$ cat config.mk
export PLATFORM = sky130hd
export DESIGN_NAME = bcd_countdown_timer
export DESIGN_NICKNAME = d
export VERILOG_FILES = /design/src/rtl/bcd_countdown_timer.sv
export SDC_FILE = /design/constraint.sdc
export NUM_CORES = 1
export LEC_CHECK = 0
export ABC_AREA = 1
export ABC_CLOCK_PERIOD_IN_PS = 10000
export BUFFER_PORTS_ARGS = -buffer_cell sky130_fd_sc_hd__buf_2
export CAP_MARGIN = 20
export CORE_ASPECT_RATIO = 1.5
export CORE_MARGIN = 2
export CORE_UTILIZATION = 34
export CTS_BUF_LIST = sky130_fd_sc_hd__clkbuf_16
export DETAILED_ROUTE_END_ITERATION = 8
export GPL_ROUTABILITY_DRIVEN = 0
export GPL_TIMING_DRIVEN = 0
export PLACE_DENSITY_LB_ADDON = 0.15
export RECOVER_POWER = 100
export SETUP_SLACK_MARGIN = 0.2
export SYNTH_ARGS = -nofsm -noshare
export SYNTH_HDL_FRONTEND = slang
export SYNTH_SLANG_ARGS = --single-unit
$ cat constraint.sdc
create_clock -name clk -period 10 [get_ports clk]
set_clock_uncertainty 0.1 [all_clocks]
set_input_delay 1.5 -clock clk [delete_from_list [all_inputs] [get_ports clk]]
set_output_delay 1.5 -clock clk [all_outputs]
set_load 0.01 [all_outputs]
$ cat src/rtl/bcd_countdown_timer.sv
// Multi-digit BCD countdown for the game timer: load on play, decrement per second, penalty, pause, expiry pulse.
// Optional warn output enabled by defining COUNTDOWN_WARN_EN.
module bcd_countdown_timer #(
  parameter int unsigned           DIGITS      = 3,
  parameter logic [7:0]            PLAY_CODE   = 8'h10,
  parameter logic [7:0]            PAUSE_CODE  = 8'h40,
  parameter logic [7:0]            WIN_CODE    = 8'h20,
  parameter logic [7:0]            LOSE_CODE   = 8'h30,
  parameter logic [4*DIGITS-1:0]   PENALTY     = 'h010,
  parameter logic [4*DIGITS-1:0]   WARN_THRESH = 'h010
) (
  input  logic                  clk,
  input  logic                  reset,
  input  logic [4*DIGITS-1:0]   init_time,
  input  logic [7:0]            game_state,
  input  logic                  sec_tick,
  input  logic                  penalty,
  output logic [4*DIGITS-1:0]   digits,
  output logic                  running,
  output logic                  expired,
  output logic                  warn
);

  localparam int unsigned W = 4 * DIGITS;
  localparam logic [W-1:0] ONE = W'(1);

  typedef enum logic [1:0] {IDLE, RUN, HOLD, DONE} state_t;

  state_t         state, state_n;
  logic [W-1:0]   digits_n;
  logic           hit_zero;
  logic           running_n, expired_n;
  logic           win_lose;
  logic [W:0]     pen_diff, tick_diff;
  logic [W-1:0]   pen_val, run_val;

  // Digit-serial BCD subtract; MSB of the result is the final borrow (underflow).
  function automatic logic [W:0] bcd_sub(input logic [W-1:0] a, input logic [W-1:0] b);
    logic [W-1:0] r;
    logic         borrow;
    logic [4:0]   d;
    r      = '0;
    borrow = 1'b0;
    for (int unsigned i = 0; i < DIGITS; i++) begin
      d = {1'b0, a[4*i +: 4]} - {1'b0, b[4*i +: 4]} - {4'b0, borrow};
      if (d[4]) begin
        r[4*i +: 4] = d[3:0] + 4'd10;
        borrow      = 1'b1;
      end else begin
        r[4*i +: 4] = d[3:0];
        borrow      = 1'b0;
      end
    end
    return {borrow, r};
  endfunction

  function automatic logic [W-1:0] clamp_bcd(input logic [W-1:0] a);
    logic [W-1:0] r;
    r = '0;
    for (int unsigned i = 0; i < DIGITS; i++)
      r[4*i +: 4] = (a[4*i +: 4] > 4'd9) ? 4'd9 : a[4*i +: 4];
    return r;
  endfunction

  // PENALTY+1 is applied as two saturating steps, which gives the same result as one subtract.
  always_comb begin
    pen_diff  = penalty ? bcd_sub(digits, PENALTY) : {1'b0, digits};
    pen_val   = pen_diff[W] ? '0 : pen_diff[W-1:0];
    tick_diff = bcd_sub(pen_val, ONE);
    run_val   = sec_tick ? (tick_diff[W] ? '0 : tick_diff[W-1:0]) : pen_val;
    win_lose  = (game_state == WIN_CODE) || (game_state == LOSE_CODE);
  end

  always_ff @(posedge clk or posedge reset) begin
    if (reset) begin
      state   <= IDLE;
      digits  <= {DIGITS{4'h9}};
      running <= 1'b0;
      expired <= 1'b0;
    end else begin
      state   <= state_n;
      digits  <= digits_n;
      running <= running_n;
      expired <= expired_n;
    end
  end

  always_comb begin
    state_n  = state;
    digits_n = digits;
    hit_zero = 1'b0;
    unique case (state)
      IDLE: begin
        if (game_state == PLAY_CODE) begin
          digits_n = clamp_bcd(init_time);
          state_n  = RUN;
        end
      end
      RUN: begin
        if (win_lose) begin
          state_n = IDLE;
        end else if ((sec_tick || penalty) && (run_val == '0)) begin
          digits_n = '0;
          state_n  = DONE;
          hit_zero = 1'b1;
        end else if (game_state == PAUSE_CODE) begin
          state_n = HOLD;
        end else begin
          digits_n = run_val;
        end
      end
      HOLD: begin
        if (win_lose) begin
          state_n = IDLE;
        end else if (penalty && (pen_val == '0)) begin
          digits_n = '0;
          state_n  = DONE;
          hit_zero = 1'b1;
        end else begin
          digits_n = pen_val;
          if (game_state == PLAY_CODE) state_n = RUN;
        end
      end
      DONE: begin
        digits_n = '0;
        if (game_state != PLAY_CODE) state_n = IDLE;
      end
      default: state_n = IDLE;
    endcase
  end

  always_comb begin
    running_n = (state_n == RUN);
    expired_n = hit_zero;
  end

`ifdef COUNTDOWN_WARN_EN
  logic warn_n;

  // Valid BCD orders the same as binary, so a plain compare works.
  always_comb begin
    warn_n = ((state_n == RUN) || (state_n == HOLD)) && (digits_n <= WARN_THRESH);
  end

  always_ff @(posedge clk or posedge reset) begin
    if (reset) warn <= 1'b0;
    else       warn <= warn_n;
  end
`else
  assign warn = 1'b0;
`endif

endmodule

==> metrics <==
Net Sw Power=486 uW; run status=finished clean; Hold Fails Final Rpt=0; largest stage delay on the critical path=0.56 ns; first-pass GRT wire length=10,400 um; Skew-Pair Late Insertion Delay=0.24 ns; FFs w/ async S/R, synth=1.00; Ant. Diodes=0; worst-path fanout max=10; area of the multi-input gates=1510 um^2; CP delay by family, top=simple AND/OR/NAND/NOR gates; Synth Net Count=413; Clock Pin Slew Worst Setup and Hold Paths=0.05 ns; HP Start=digits[8]$_DFFE_PP1P_; largest net degree at the start of global routing=17; WL per Instance=12.8 um; CP Data Arrival Time=6.03 ns; clock buffer depth=2; Seq/Total Area, Yosys=0.186; # fillers=684; HPWL Detailed=5290 um; total CTS buffers=3; Post-synth EDFFs=0; met2 Use GR=0.371; sw frac=0.558; CTS HTree Levels=1; synth-to-layout area growth=14.0%; Starting Density=0.356; combinational share of power=0.761; Int Pwr=385 uW; GR Util met3=0.0138; crit path launch type=flip-flop; Top-Level Pins=39; Placed Cells=483; Leakage=0.00136 uW; Die Footprint=7130 um^2; CTS tree=yes; most frequent cells in the layout=105 x nand2_1, 58 x nor2_1, 50 x inv_1; num rows=35; CP startpoint=digits[4]$_DFFE_PP1P_; Overflow after GRT=0; NumNets Final=455; max-cap violations=0; Post-Syn Instances=372; slowest CP cell=dfstp_1; crit path buf inv count=7; Tmin final=5.94 ns; crit path kind=flip-flop to flip-flop; Die H=102 um; post_cts resized=0; Core Region=6170 um^2; TNS Setup=0 ns; GRT Overall Usage=0.178; YS warnings=0; Mapped Avg Cell Area=5.90 um^2; Synth top area share=0.178; share of cells above drive strength 1=0.114; DRT Pass-1 Iters=4; Top cell by count, worst path=ha_1; Seq. cell area=408 um^2; r2r startpoint=digits[4]$_DFFE_PP1P_; Rel. slew slack=0.494; Setup Fix Bufs, Post-CTS=0; VDD IR max=132 uV; post-route clock period utilization=0.594; largest cells by area after synthesis=nand2_1 18%, dfrtp_1 11%, nor2_1 9.9%; Hold Crit Class=flip-flop to flip-flop; Max Transition Viols Final=0; DR vias/cell=5.02; busiest layer in global routing=met2; drt drc=0; Yosys reg bits=16; fmax=0.168 GHz; final setup vio count=0; root buf cell=clkbuf_16; antenna violations before repair=0; met1 Usage GRT=0.192; routed wire length=6250 um; fin cells=487; endpoint class of the critical path=flip-flop; vias in the first global route=2,340; Post-DRT Antenna Nets=0; Hold Buf Count CTS=0; die width=69.6 um; Worst Tran Pin Value=0.752 ns; RSZ-0062 raised after global routing=false; commonest non-fill, non-tap cell in the layout=nand2_1; # clock sinks=16; Power Density=348 nW/um^2; port bufs=37; Yosys top cell by area=nand2_1; power share of the sequential group=0.151; CP required=10.09 ns; top_reg_cell synth=dfrtp_1; DRT iter0 DRCs=106; DR vias=2,445; clock power share=0.087; Syn Std Cell Area=2200 um^2; Yosys cell types=39
==> per-stage QoR <==
step	hold slack, ns	instance area, um^2	setup WS (ns)	power (uW)	utilization
after detailed placement	0.368	2470	4.71	815	0.401
after global routing	0.396	2500	3.55	979	0.405
final	0.377	2500	4.06	871	0.405
after floorplan	0.373	2200	5.52	644	-
after global placement	0.366	2470	4.73	810	0.401
after CTS	0.375	2550	4.94	896	0.413
==> power groups by stage <==
stage,logic [uW],registers [uW],clock network (uW)
5_1_grt,762,136,80.9
6_report,663,132,76.2
2_1_floorplan,508,135,0
3_5_place_dp,680,135,0
3_3_place_gp,674,135,0
4_1_cts,683,135,77.9
==> layer usage <==
metal,share of wire,wire (um)
met5,0,0
met4,0.018,110
met3,0.031,196
met2,0.55,3440
met1,0.40,2510
==> layout make-up <==
cell class,count,area share
Buffer,10,0.0195
Clock buffer,3,0.0300
Clock inverter,1,0.00150
Inverter,52,0.0780
Multi-Input combinational cell,294,0.602
Sequential cell,16,0.163
Tap cell,74,0.0370
Timing Repair Buffer,37,0.0690
==> cells in the mapped netlist (2+ instances only) <==
| cell | number |
|---|---|
| o21ai_0 | 16 |
| xnor2_1 | 3 |
| o22ai_1 | 4 |
| nand3_1 | 37 |
| a22oi_1 | 2 |
| nand3b_1 | 4 |
| nor3_1 | 2 |
| clkbuf_1 | 5 |
| buf_4 | 3 |
| xor2_1 | 2 |
| clkinv_1 | 2 |
| a21oi_2 | 2 |
| dfstp_2 | 6 |
| dfrtp_1 | 10 |
| nand2_1 | 104 |
| a21oi_1 | 11 |
| ha_1 | 17 |
| inv_1 | 49 |
| nand3_2 | 4 |
| nor2_1 | 58 |
| nand2_2 | 5 |
| nand4_1 | 8 |
| buf_6 | 2 |
==> cells by family (layout without fill, tap and decap cells) <==
kind of cell | after synthesis | in the layout | share of synthesized area
XOR/XNOR | 5 | 5 | 0.0199
flip-flops | 16 | 16 | 0.186
other | 1 | 1 | 0.00171
buffers and inverters | 62 | 103 | 0.118
AO/OA/AOI/OAI | 45 | 45 | 0.128
AND/OR/NAND/NOR | 226 | 226 | 0.450
adder cells (fa/ha/maj) | 17 | 17 | 0.0969
==> sequential cells by signal (all words and copies together) (netlist names) <==
| signal | flops |
|---|---|
| digits | 12 |
| expired | 1 |
| running | 1 |
| state | 2 |
==> tightest hold or removal path, stage by stage (launching register included) <==
cell,delay [ns]
dfstp_2,0.37
nand2_1,0.06
nand2_1,0.04
==> final timing paths <==
check                                        endpoint  cells after the start  slack (ns)
worst max-delay path            digits[7]$_DFFE_PP1P_                     30        4.06
worst max register to register  digits[7]$_DFFE_PP1P_                     30        4.06
min in group asynchronous       digits[1]$_DFFE_PP0P_                      2        1.22
worst min-delay path            digits[8]$_DFFE_PP1P_                      2        0.38
max in group asynchronous       digits[9]$_DFFE_PP0P_                      2        8.19
worst min register to register  digits[8]$_DFFE_PP1P_                      2        0.38
Power figures use the tool's default switching activity.
